$ cat src/rtl/poly_pkg.sv
// Shared types and helpers for the Horner polynomial evaluator.
package poly_pkg;

  typedef enum logic [1:0] {
    IDLE = 2'd0,
    CALC = 2'd1,
    DONE = 2'd2
  } state_t;

  // Widest accumulator fmt_out can format; instances must stay within it.
  localparam int unsigned MAXW = 64;

  // Full-precision accumulator width: no intermediate Horner step can overflow it.
  function automatic int unsigned acc_width(input int unsigned xw, input int unsigned cw,
                                            input int unsigned deg);
    return cw + deg * xw + $clog2(deg + 1);
  endfunction

  // Narrows an accumulator to ow bits; returns {ovf, y} with y in the low bits.
  function automatic logic [MAXW:0] fmt_out(input logic [MAXW-1:0] acc, input int unsigned ow,
                                            input bit sat);
    logic            ovf;
    logic [MAXW-1:0] y;
    ovf = 1'b0;
    y   = '0;
    for (int unsigned i = 0; i < MAXW; i++) begin
      if (i >= ow && acc[i]) ovf = 1'b1;
    end
    for (int unsigned i = 0; i < MAXW; i++) begin
      if (i < ow) y[i] = (sat && ovf) ? 1'b1 : acc[i];
    end
    return {ovf, y};
  endfunction

endpackage

$ cat src/rtl/poly_horner_eval_if.sv
// Sample/result handshake and coefficient write port of poly_horner_eval.
interface poly_horner_eval_if #(
  parameter int unsigned XW  = 3,
  parameter int unsigned CW  = 3,
  parameter int unsigned DEG = 3,
  parameter int unsigned OW  = 12
);
  localparam int unsigned IW = $clog2(DEG + 1);

  logic          in_valid;
  logic          in_ready;
  logic [XW-1:0] x_in;
  logic          coef_we;
  logic [IW-1:0] coef_idx;
  logic [CW-1:0] coef_wdata;
  logic          out_valid;
  logic          out_ready;
  logic [OW-1:0] y_out;
  logic          ovf;

  modport master (
    output in_valid, x_in, coef_we, coef_idx, coef_wdata, out_ready,
    input  in_ready, out_valid, y_out, ovf
  );

  modport slave (
    input  in_valid, x_in, coef_we, coef_idx, coef_wdata, out_ready,
    output in_ready, out_valid, y_out, ovf
  );

endinterface

$ cat src/rtl/poly_coef_bank.sv
// Programmable coefficient bank plus the working copy snapshotted per sample.
module poly_coef_bank
  import poly_pkg::*;
#(
  parameter int unsigned CW  = 3,
  parameter int unsigned DEG = 3,
  parameter int unsigned IW  = $clog2(DEG + 1)
) (
  input  logic          clk,
  input  logic          rst,
  input  logic          we,
  input  logic [IW-1:0] idx,
  input  logic [CW-1:0] wdata,
  input  logic          snap,
  output logic [CW-1:0] bank [DEG+1],
  output logic [CW-1:0] work [DEG+1]
);

  // Out-of-range writes are dropped; the snapshot sees pre-write bank contents.
  always_ff @(posedge clk) begin
    if (rst) begin
      for (int unsigned i = 0; i <= DEG; i++) begin
        bank[i] <= '0;
        work[i] <= '0;
      end
    end else begin
      if (we && 32'(idx) <= DEG) bank[idx] <= wdata;
      if (snap) begin
        for (int unsigned i = 0; i <= DEG; i++) work[i] <= bank[i];
      end
    end
  end

endmodule

$ cat src/rtl/poly_horner_eval.sv
// Sequential unsigned polynomial evaluator, one shared multiply-add (Horner).
module poly_horner_eval
  import poly_pkg::*;
#(
  parameter int unsigned XW  = 3,
  parameter int unsigned CW  = 3,
  parameter int unsigned DEG = 3,
  parameter int unsigned OW  = 12,
  parameter bit          SAT = 1'b1
) (
  input logic              clk,
  input logic              rst,
  poly_horner_eval_if.slave bus
);

  localparam int unsigned IW = $clog2(DEG + 1);
  localparam int unsigned AW = acc_width(XW, CW, DEG);
  localparam int unsigned PW = AW + XW;

  if (DEG < 1) begin : g_bad_deg
    $error("poly_horner_eval: DEG must be >= 1");
  end
  if (AW > MAXW || OW > MAXW) begin : g_bad_width
    $error("poly_horner_eval: accumulator or output wider than fmt_out supports");
  end

  state_t        state;
  logic [XW-1:0] x_w;
  logic [IW-1:0] step;
  logic [AW-1:0] acc;
  logic [OW-1:0] y_q;
  logic          ovf_q;
  logic [CW-1:0] bank [DEG+1];
  logic [CW-1:0] work [DEG+1];
  logic          accept;
  logic [PW-1:0] mac;
  logic [MAXW:0] fmt;

  assign bus.in_ready  = (state == IDLE) || (state == DONE && bus.out_ready);
  assign bus.out_valid = (state == DONE);
  assign bus.y_out     = y_q;
  assign bus.ovf       = ovf_q;
  assign accept        = bus.in_valid && bus.in_ready;

  assign mac = PW'(acc) * PW'(x_w) + PW'(work[step]);
  assign fmt = fmt_out(MAXW'(mac[AW-1:0]), OW, SAT);

  poly_coef_bank #(
    .CW (CW),
    .DEG(DEG),
    .IW (IW)
  ) u_bank (
    .clk  (clk),
    .rst  (rst),
    .we   (bus.coef_we),
    .idx  (bus.coef_idx),
    .wdata(bus.coef_wdata),
    .snap (accept),
    .bank (bank),
    .work (work)
  );

  // FSM, step counter and accumulator; output is formatted on entry to DONE.
  always_ff @(posedge clk) begin
    if (rst) begin
      state <= IDLE;
      acc   <= '0;
      x_w   <= '0;
      step  <= '0;
      y_q   <= '0;
      ovf_q <= 1'b0;
    end else if (accept) begin
      // Acceptance from IDLE and back-to-back acceptance from DONE share one load path.
      acc   <= AW'(bank[DEG]);
      x_w   <= bus.x_in;
      step  <= IW'(DEG - 1);
      state <= CALC;
    end else begin
      case (state)
        CALC: begin
          acc  <= mac[AW-1:0];
          step <= step - IW'(1);
          if (step == '0) begin
            state <= DONE;
            y_q   <= fmt[OW-1:0];
            ovf_q <= fmt[MAXW];
          end
        end
        DONE: if (bus.out_ready) state <= IDLE;
        default: begin
        end
      endcase
    end
  end

endmodule

$ cat src/flat_wrapper.sv
// flat-port wrapper written by rule: the top's interface ports become plain ports
module poly_horner_eval_flat import poly_pkg::*;
#(
  parameter int unsigned XW  = 3,
  parameter int unsigned CW  = 3,
  parameter int unsigned DEG = 3,
  parameter int unsigned OW  = 12,
  parameter bit          SAT = 1'b1
)
  (clk, rst, bus_in_valid, bus_x_in, bus_coef_we, bus_coef_idx, bus_coef_wdata, bus_out_ready, bus_in_ready, bus_out_valid, bus_y_out, bus_ovf);
  poly_horner_eval_if #(.XW(XW), .CW(CW), .DEG(DEG), .OW(OW)) bus_i ();
  input logic clk;
  input logic rst;
  input wire logic [$bits(bus_i.in_valid)-1:0] bus_in_valid;
  input wire logic [$bits(bus_i.x_in)-1:0] bus_x_in;
  input wire logic [$bits(bus_i.coef_we)-1:0] bus_coef_we;
  input wire logic [$bits(bus_i.coef_idx)-1:0] bus_coef_idx;
  input wire logic [$bits(bus_i.coef_wdata)-1:0] bus_coef_wdata;
  input wire logic [$bits(bus_i.out_ready)-1:0] bus_out_ready;
  output wire logic [$bits(bus_i.in_ready)-1:0] bus_in_ready;
  output wire logic [$bits(bus_i.out_valid)-1:0] bus_out_valid;
  output wire logic [$bits(bus_i.y_out)-1:0] bus_y_out;
  output wire logic [$bits(bus_i.ovf)-1:0] bus_ovf;
  assign bus_i.in_valid = bus_in_valid;
  assign bus_i.x_in = bus_x_in;
  assign bus_i.coef_we = bus_coef_we;
  assign bus_i.coef_idx = bus_coef_idx;
  assign bus_i.coef_wdata = bus_coef_wdata;
  assign bus_i.out_ready = bus_out_ready;
  assign bus_in_ready = bus_i.in_ready;
  assign bus_out_valid = bus_i.out_valid;
  assign bus_y_out = bus_i.y_out;
  assign bus_ovf = bus_i.ovf;
  poly_horner_eval #(.XW(XW), .CW(CW), .DEG(DEG), .OW(OW), .SAT(SAT)) u_core (.clk(clk), .rst(rst), .bus(bus_i));
endmodule
$ cat config.mk
export PLATFORM = sky130hd
export DESIGN_NAME = poly_horner_eval_flat
export DESIGN_NICKNAME = d
export VERILOG_FILES = /design/src/rtl/poly_pkg.sv /design/src/rtl/poly_horner_eval_if.sv /design/src/rtl/poly_coef_bank.sv /design/src/rtl/poly_horner_eval.sv /design/src/flat_wrapper.sv
export SDC_FILE = /design/constraint.sdc
export NUM_CORES = 1
export LEC_CHECK = 0
export BUFFER_PORTS_ARGS = -buffer_cell sky130_fd_sc_hd__buf_4
export CAP_MARGIN = 20
export CORE_ASPECT_RATIO = 1.4
export CORE_MARGIN = 5
export CORE_UTILIZATION = 40
export CTS_CLUSTER_SIZE = 12
export DETAILED_ROUTE_END_ITERATION = 7
export SYNTH_ARGS = -nofsm -noshare
export SYNTH_HDL_FRONTEND = slang
export SYNTH_SLANG_ARGS = --single-unit
$ cat constraint.sdc
create_clock -name clk -period 4.5 [get_ports clk]
set_input_delay 0.225 -clock clk [delete_from_list [all_inputs] [get_ports clk]]
set_output_delay 0.225 -clock clk [all_outputs]
set_load 0.02 [all_outputs]
==> results.json, run 1 <==
{
  "relSlewSlack_pct": 50.72,
  "cts_root_buffer": "clkbuf_16",
  "antenna_found_initial": 0,
  "wl_um": 7805,
  "worst_ep_required_time_ns": 4.67,
  "die_width_um": 90.07,
  "grt_pass1_wl_um": 13310,
  "cts-buffers-inserted": 9,
  "portBuffers": 27,
  "critical_path_class": "flip-flop to flip-flop",
  "final_cells": 543,
  "fin_area_mm2": 0.004217,
  "fmax_mhz": 267.0,
  "ys_types": 46,
  "synth_top_cell_by_area": "dfxtp_1",
  "crit_family": "adder cells",
  "ys_warn_count": 0,
  "drive_gt1_share_pct": 15.83,
  "synth_top_family_by_area": "simple AND/OR/NAND/NOR gates",
  "regArea_mm2": 0.001161,
  "hp-class": "primary input to flip-flop",
  "worst_pin_slew_ns": 0.7376,
  "max-clock-path-buffers": 2,
  "p_leak_nw": 1.890,
  "drt_iter0_drc": 93,
  "p_per_area_mw_per_mm2": 378.4,
  "arrival_ns": 3.92,
  "status": "completed",
  "ios": 28,
  "skew_ns": 0.005879,
  "cap_viol_max_count": 0,
  "cts_tree": "built",
  "finalNetCount": 486,
  "core_mm2": 0.008875,
  "drc": 0,
  "postPlaceCellArea_mm2": 0.003889,
  "cp.depth": 12,
  "num_antenna_cells": 0,
  "worstPathMaxFanout": 12,
  "synth_area_leaders": "dfxtp_1, ha_1, fa_1",
  "synthSimpleGateAreaFrac_pct": 18.44,
  "grt_start_max_net_pins": 48,
  "track_usage_pct": 15.24,
  "finalHoldViolations": 0,
  "clock_sinks": 58,
  "vdd_drop_max_mv": 0.2126,
  "synth-seq-cells": 58,
  "grt_pass1_vias": 2867,
  "dp_hpwl_um": 6162,
  "finalSetupTns_ns": 0,
  "clock_latency_ns": 0.32,
  "grt_overflow_total": 0,
  "avgSynthCellArea_um2": 8.820,
  "start_util_pct": 40.45,
  "cp_slowest_cell": "fa_1",
  "place.gp.congestion": 0.8960,
  "r2r-end": "u_core.bus.y_out[11]",
  "async_flop_share_pct": 0,
  "syn_area_mm2": 0.003590,
  "dieArea_mm2": 0.01100,
  "r2r_slack_ns": 0.76,
  "fill_cells": 871,
  "multiInputGateArea_mm2": 0.002263,
  "wl_per_cell_um": 14.37,
  "critPathMaxStageDelay_ns": 0.54,
  "num_vias": 2774,
  "layout_min_cycle_time_ns": 3.745,
  "clk_pin_slew_ns": 0.06,
  "viasPerCell": 5.109,
  "syn_nets": 462,
  "finalSetupViolCount": 0,
  "crit_start": "u_core.acc[0]",
  "timing.reg2reg.worst_path_depth": 12,
  "dr.pass1.iters": 5,
  "crit_chain": "nand2_1, fa_1, inv_1, fa_1, ha_1, a211oi_1, o21a_1, or2_1, o221ai_4, nor3_1, a31o_1, a311oi_2",
  "worst_setup_path_end_kind": "flip-flop",
  "postCtsHoldBufs": 0,
  "cts_max_level": 3,
  "r2r-start": "u_core.acc[0]",
  "rsz0062_at_grt": "no",
  "yosys-mux-area-fraction_pct": 7.250,
  "slew_viol_final": 0,
  "die_h_um": 122.1,
  "critPathMostFrequentCell": "fa_1",
  "period_share_pct": 83.22,
  "netlist_instances": 407,
  "synth_edf_count": 0,
  "start_kind": "flip-flop",
  "path_buf_inv": 1,
  "postCtsResizedCells": 0,
  "total_power_mw": 1.595,
  "cts_setup_buffers": 0,
  "post_synth_xor_area_fraction_pct": 4.357,
  "synthFlopType": "dfxtp_1",
  "post-place-cells": 527,
  "synth_fa_ha_area_share_pct": 17.36,
  "postRouteAntennaNets": 0,
  "num_rows": 41,
  "synth_top_area_share_pct": 32.35,
  "area_growth_pct": 17.46,
  "synth_compound_area_share_pct": 15.65,
  "yosysSeqAreaShare_pct": 32.35,
  "endpoint": "u_core.bus.y_out[11]"
}
-- kinds of logic after synthesis --
| logic type | Yosys count |
|---|---|
| compound gates | 74 |
| xor+xnor | 17 |
| fa+ha+maj | 42 |
| buf+inv | 42 |
| flops | 58 |
| mux | 22 |
| simple gates | 152 |
-- report_power, final --
part	internal [mW]	switching [mW]	total, mW
Sequential	0.550	0.0247	0.575
Clock	0.489	0.247	0.736
Combinational	0.110	0.175	0.285
-- cell usage in the layout, fill, tap and decap left out, types with 6 or more instances in the layout --
cell type / n
a21o_1: 6
and2_1: 21
inv_1: 22
a21oi_1: 29
fa_1: 13
nand2_1: 65
mux2i_1: 17
ha_1: 29
buf_4: 33
a211oi_2: 6
xor2_1: 7
nor2_1: 50
xnor2_1: 9
clkbuf_16: 9
dfxtp_1: 58
-- per-stage QoR --
step	utilization [%]	hold slack [ns]	setup WS, ns
finish	47.51	0.1597	0.7550
global route	47.51	0.1632	0.4520
CTS	47.51	0.1469	0.7512
detailed placement	43.82	0.4467	0.7449
global placement	43.82	0.4407	0.8186
floorplan	-	0.3610	0.7755
-- layout make-up --
cell class | instances | area share, %
clock inverters | 7 | 2.433
clock buffers | 9 | 5.341
multi-input cells | 307 | 53.68
flip-flops and latches | 58 | 27.54
well taps | 107 | 3.175
repair buffers | 33 | 5.875
inverters | 22 | 1.958
-- cells in the mapped netlist, types with 2 or more instances --
| master | number |
|---|---|
| xnor2_1 | 9 |
| nand2_1 | 65 |
| a21oi_1 | 29 |
| o21ai_1 | 2 |
| clkbuf_1 | 18 |
| and2_1 | 21 |
| a21o_1 | 6 |
| nor2_1 | 50 |
| a211oi_1 | 2 |
| inv_1 | 22 |
| ha_1 | 29 |
| mux2_2 | 2 |
| mux2i_1 | 17 |
| nor2b_1 | 2 |
| a311oi_1 | 2 |
| xor2_1 | 7 |
| nand3_1 | 3 |
| o21ai_0 | 5 |
| a311oi_2 | 4 |
| nand2b_1 | 3 |
| dfxtp_1 | 58 |
| nand3b_1 | 2 |
| and3_1 | 3 |
| a211oi_2 | 6 |
| fa_1 | 13 |
| o21a_1 | 5 |
| mux4_2 | 3 |
-- worst reg2reg max path: cells and delay by family, from the launching register on --
family | cells | cell delay (ns)
adders and majority gates | 3 | 1.37
AOI/OAI and AO/OA | 5 | 1.32
and+or+nand+nor | 3 | 0.52
DFF | 1 | 0.35
buffers and inverters | 1 | 0.06
-- worst min-delay path by stage --
| stage | from | endpoint | slack (ns) | cells after the start |
|---|---|---|---|---|
| after floorplan | bus_x_in[2] | u_core.x_w[2] | 0.36 | 2 |
| after global placement | u_core.u_bank.bank[3] | u_core.u_bank.work[3] | 0.44 | 2 |
| after detailed placement | u_core.u_bank.bank[7] | u_core.u_bank.work[7] | 0.45 | 2 |
| after CTS | bus_coef_wdata[2] | u_core.u_bank.bank[2] | 0.15 | 3 |
| after global routing | bus_x_in[1] | u_core.x_w[1] | 0.16 | 3 |
| final | bus_coef_wdata[2] | u_core.u_bank.bank[8] | 0.16 | 3 |
-- flip-flops by register name (all words and copies together), names as in the netlist --
signal              cells
u_core.step             2
u_core.x_w              3
u_core.state            2
u_core.u_bank.work     12
u_core.bus.y_out       12
u_core.bus.ovf          1
u_core.acc             14
u_core.u_bank.bank     12
-- per-layer routing --
metal / vias to the layer above / wire, µm / global-route usage [%]
li1: 1422 / - / -
met1: 1311 / 3057 / 14.98
met2: 32 / 4438 / 30.27
met3: 9 / 156 / 3.582
met4: 0 / 153 / 5.959
met5: - / 0 / 0
Note: power is estimated with default switching activity, not from simulation.
==> inputs of run 2 (changes only) <==
==> constraint.sdc (replaced) <==
create_clock -name clk -period 3.6 [get_ports clk]
set_input_delay 0.18 -clock clk [delete_from_list [all_inputs] [get_ports clk]]
set_output_delay 0.18 -clock clk [all_outputs]
set_load 0.02 [all_outputs]
==> results.json, run 2 (same netlist as run 1, synthesis figures left out) <==
{
  "dieArea_mm2": 0.01100,
  "die_h_um": 122.1,
  "arrival_ns": 3.64,
  "period_share_pct": 94.76,
  "area_growth_pct": 20.04,
  "num_rows": 41,
  "hp-class": "primary input to flip-flop",
  "rsz0062_at_grt": "no",
  "dr.pass1.iters": 4,
  "crit_start": "u_core.acc[0]",
  "worst_slack_ns": 0.1885,
  "finalHoldViolations": 0,
  "skew_ns": 0.007745,
  "finalNetCount": 491,
  "dp_hpwl_um": 6228,
  "layout_min_cycle_time_ns": 3.412,
  "antenna_found_initial": 0,
  "track_usage_pct": 15.58,
  "crit_chain": "nand2_1, fa_1, inv_1, fa_1, ha_1, a211oi_2, o21a_1, or2_1, o221ai_4, nor3_2, a31o_1, buf_4, a311oi_2",
  "grt_start_max_net_pins": 48,
  "finalSetupTns_ns": 0,
  "timing.reg2reg.worst_path_depth": 13,
  "clock_sinks": 58,
  "p_leak_nw": 1.924,
  "place.gp.congestion": 0.8889,
  "r2r-end": "u_core.bus.y_out[2]",
  "portBuffers": 27,
  "relSlewSlack_pct": 53.76,
  "cap_viol_max_count": 0,
  "critPathMaxStageDelay_ns": 0.54,
  "clk_pin_slew_ns": 0.05,
  "vdd_drop_max_mv": 0.3355,
  "critPathMostFrequentCell": "fa_1",
  "grt_overflow_total": 0,
  "cts_max_level": 3,
  "largest_reg_flops": 14,
  "drc": 0,
  "viasPerCell": 5.193,
  "r2r-start": "u_core.acc[0]",
  "worst_setup_path_end_kind": "flip-flop",
  "grt_pass1_wl_um": 13700,
  "postRouteAntennaNets": 0,
  "critical_path_class": "flip-flop to flip-flop",
  "p_per_area_mw_per_mm2": 477.6,
  "cp.depth": 13,
  "cts_setup_buffers": 0,
  "clock_latency_ns": 0.32,
  "cts-buffers-inserted": 9,
  "num_antenna_cells": 0,
  "crit_family": "adder cells",
  "path_buf_inv": 2,
  "cp_slowest_cell": "fa_1",
  "worst_pin_slew_ns": 0.6921,
  "ios": 28,
  "layout_common_cells": "nand2_1, dfxtp_1, nor2_1",
  "finalSetupViolCount": 0,
  "grt_pass1_vias": 2971,
  "cts_tree": "built",
  "worst_ep_required_time_ns": 3.83,
  "start_kind": "flip-flop",
  "die_width_um": 90.07,
  "worstPathMaxFanout": 6,
  "wl_per_cell_um": 14.70,
  "dp_slack_ns": 0.08199,
  "largest_register": "u_core.acc",
  "cts_root_buffer": "clkbuf_16",
  "endpoint": "u_core.bus.y_out[2]",
  "drt_iter0_drc": 99,
  "fmax_mhz": 293.1,
  "start_util_pct": 40.45,
  "slew_viol_final": 0,
  "drive_gt1_share_pct": 19.05,
  "wl_um": 8057,
  "max-clock-path-buffers": 2,
  "layout_commonest_cell": "nand2_1",
  "status": "completed",
  "r2r_slack_ns": 0.19,
  "hold_path_depth": 3,
  "core_mm2": 0.008875,
  "num_vias": 2846,
  "fill_cells": 869
}
[run 2: cell types whose count changed in the layout (fill, tap and decap cells not counted), moves of 2 or more]
cell / delta
clkinv_2: +2
ha_2: +2
clkinv_4: -3
a211oi_2: +2
a211oi_1: -2
buf_4: +5
ha_1: -2
[run 2: cell type report]
class | count | area (µm²) | area share, %
Multi-Input combinational cell | 307 | 2303 | 53.46
Inverter | 22 | 82.58 | 1.916
Timing Repair Buffer | 38 | 285.3 | 6.620
Tap cell | 107 | 133.9 | 3.107
Clock inverter | 7 | 116.4 | 2.700
Sequential cell | 58 | 1162 | 26.97
Clock buffer | 9 | 225.2 | 5.226
[run 2: timing repair]
action,4_1_cts,5_1_grt
endpoints found under the setup margin,0,15
hold buffers,0,0
resized for setup,0,10
endpoints found under the hold margin,0,0
[run 2: worst min-delay path by stage]
stage / from / endpoint / slack [ns]
after floorplan: bus_x_in[2] / u_core.x_w[2] / 0.32
after global placement: u_core.u_bank.work[3] / u_core.u_bank.work[3] / 0.44
after detailed placement: u_core.u_bank.work[2] / u_core.u_bank.work[2] / 0.45
after CTS: bus_x_in[1] / u_core.x_w[1] / 0.11
after global routing: bus_coef_wdata[1] / u_core.u_bank.bank[10] / 0.12
final: bus_coef_wdata[1] / u_core.u_bank.bank[4] / 0.12
[run 2: power breakdown]
| part | internal, mW | switching (mW) |
|---|---|---|
| combinational | 0.140 | 0.222 |
| clock | 0.675 | 0.300 |
| sequential | 0.688 | 0.0329 |
[run 2: metrics by stage]
step	instances	area, µm²	hold WS (ns)	util [%]	total power [mW]
detailed placement	532	3930	0.4478	44.28	1.101
floorplan	407	3597	0.3160	-	0.9780
finish	548	4309	0.1221	48.55	2.058
global placement	532	3930	0.4418	44.28	1.095
global route	548	4309	0.1174	48.55	2.158
CTS	548	4272	0.1116	48.13	2.086
[run 2: per-layer routing]
layer	GRT usage (%)	wire length [µm]	share of wire [%]
met5	0	0	0
met4	8.939	393	4.9
met3	4.138	221	2.7
met2	28.80	4382	54
met1	15.63	3060	38
[run 2: tightest hold or removal path: stages]
cell and delay [ns]:
buf_4 0.10, mux2i_1 0.06, nor2_1 0.07
==> inputs of run 3 (changes only) <==
--- a/config.mk
+++ b/config.mk
@@ -12,6 +12,7 @@
 export CORE_UTILIZATION = 40
 export CTS_CLUSTER_SIZE = 12
 export DETAILED_ROUTE_END_ITERATION = 7
+export REMOVE_ABC_BUFFERS = 1
 export SYNTH_ARGS = -nofsm -noshare
 export SYNTH_HDL_FRONTEND = slang
 export SYNTH_SLANG_ARGS = --single-unit
==> results.json, run 3 (same netlist as run 1, synthesis figures left out) <==
{
  "path_buf_inv": 2,
  "finalHoldViolations": 0,
  "largest_reg_flops": 14,
  "pwr-share-seq_pct": 35.5,
  "relSlewSlack_pct": 47.11,
  "start_kind": "flip-flop",
  "cts_setup_buffers": 0,
  "fill_cells": 836,
  "post-place-cells": 538,
  "wl_per_cell_um": 14.49,
  "antenna_found_initial": 0,
  "clock_sinks": 58,
  "worst_setup_path_end_kind": "flip-flop",
  "critical_path_class": "flip-flop to flip-flop",
  "postCtsResizedCells": 0,
  "period_share_pct": 96.07,
  "p_leak_nw": 1.955,
  "cts_root_buffer": "clkbuf_16",
  "worstPathMaxFanout": 10,
  "dp_slack_ns": 0.08033,
  "regArea_mm2": 0.001164,
  "drt_iter0_drc": 110,
  "core_mm2": 0.008875,
  "combPwrFrac_pct": 18.3,
  "r2r-start": "u_core.x_w[2]",
  "clock_power_share_pct": 46.2,
  "worst_pin_slew_ns": 0.7917,
  "dr.pass1.iters": 4,
  "place.gp.congestion": 0.7902,
  "finalSetupViolCount": 0,
  "p_per_area_mw_per_mm2": 464.2,
  "grt_pass1_vias": 2924,
  "arrival_ns": 3.66,
  "vdd_drop_max_mv": 0.3091,
  "cts_tree": "built",
  "hp-class": "primary input to flip-flop",
  "num_antenna_cells": 0,
  "p_switching_mw": 0.5527,
  "rsz0062_at_grt": "yes",
  "critPathMaxStageDelay_ns": 0.49,
  "worst_slack_ns": 0.1417,
  "p_int_mw": 1.475,
  "area_growth_pct": 21.71,
  "ios": 28,
  "largest_register": "u_core.acc",
  "grt_overflow_total": 0,
  "wl_um": 8028,
  "die_h_um": 122.1,
  "fmax_mhz": 289.2,
  "crit_start": "u_core.x_w[2]",
  "crit_chain": "buf_4, and2_1, fa_1, ha_1, ha_1, a21o_1, a21oi_1, o31ai_1, a21oi_1, xor2_1, buf_4, o21a_1, nor2_1",
  "cap_viol_max_count": 0,
  "postCtsHoldBufs": 0,
  "final_cells": 554,
  "postRouteAntennaNets": 0,
  "worst_ep_required_time_ns": 3.80,
  "cts-buffers-inserted": 9,
  "crit_family": "adder cells",
  "start_util_pct": 40.45,
  "portBuffers": 27,
  "cts_max_level": 3,
  "clk_pin_slew_ns": 0.05,
  "slew_viol_final": 0,
  "viasPerCell": 5.197,
  "status": "completed",
  "num_rows": 41,
  "switching_share_pct": 27.25,
  "skew_ns": 0.005231,
  "drc": 0,
  "layout_commonest_cell": "nand2_1",
  "dieArea_mm2": 0.01100,
  "cp_slowest_cell": "fa_1",
  "multiInputGateArea_mm2": 0.002316,
  "drive_gt1_share_pct": 20.13,
  "track_usage_pct": 15.44,
  "utilization_pct": 49.23,
  "clock_latency_ns": 0.33,
  "layout_min_cycle_time_ns": 3.458,
  "layout_common_cells": "nand2_1, dfxtp_1, nor2_1",
  "finalNetCount": 497,
  "dp_hpwl_um": 6076,
  "hp-start": "bus_coef_wdata[0]",
  "num_vias": 2879,
  "grt_start_max_net_pins": 48,
  "max-clock-path-buffers": 2,
  "grt_pass1_wl_um": 13420,
  "die_width_um": 90.07
}
==> run 3: stage by stage <==
step / total power, mW / hold slack, ns / TNS, ns / area, µm²
finish: 2.028 / 0.1139 / 0 / 4369
global route: 2.126 / 0.1162 / -0.04964 / 4369
CTS: 2.053 / 0.1104 / 0 / 4314
detailed placement: 1.107 / 0.4450 / 0 / 3984
global placement: 1.101 / 0.4396 / 0 / 3984
floorplan: 0.9560 / 0.2446 / -1.581 / 3507
==> run 3: worst reg2reg max path: cells and delay by family, from the launching register on <==
family          cells  cell delay [ns]
simple gates        2             0.22
xor+xnor            1             0.30
fa+ha+maj           3             1.18
flops               1             0.33
compound gates      5             0.98
buf+inv             2             0.34
==> run 3: path summary, 6_finish.rpt <==
check,slack [ns],cells past startpoint,endpoint
worst max-delay path,0.14,13,u_core.acc[10]
worst min-delay path,0.11,3,u_core.u_bank.bank[6]
worst max register to register,0.14,13,u_core.acc[10]
worst min register to register,0.45,2,u_core.u_bank.work[9]
==> run 3: area by class of cell <==
class                           instances  area share (%)
Tap cell                              107           3.064
Clock inverter                          4           1.690
Sequential cell                        58           26.63
Timing Repair Buffer                   44           7.847
Inverter                               22           1.890
Clock buffer                           12           5.871
Multi-Input combinational cell        307           53.01
==> run 3: routing by layer <==
metal / wire length [µm] / track usage (%)
met5: 0 / 0
met2: 4564 / 30.45
met1: 2961 / 15.06
met3: 243 / 2.656
met4: 258 / 8.194
==> run 3: power by group through the flow <==
stage	combinational, mW	sequential, mW	clock, mW
final	0.372	0.720	0.936
after floorplan	0.197	0.759	0
after CTS	0.374	0.720	0.959
after detailed placement	0.374	0.733	0
after global routing	0.412	0.726	0.988
after global placement	0.370	0.731	0
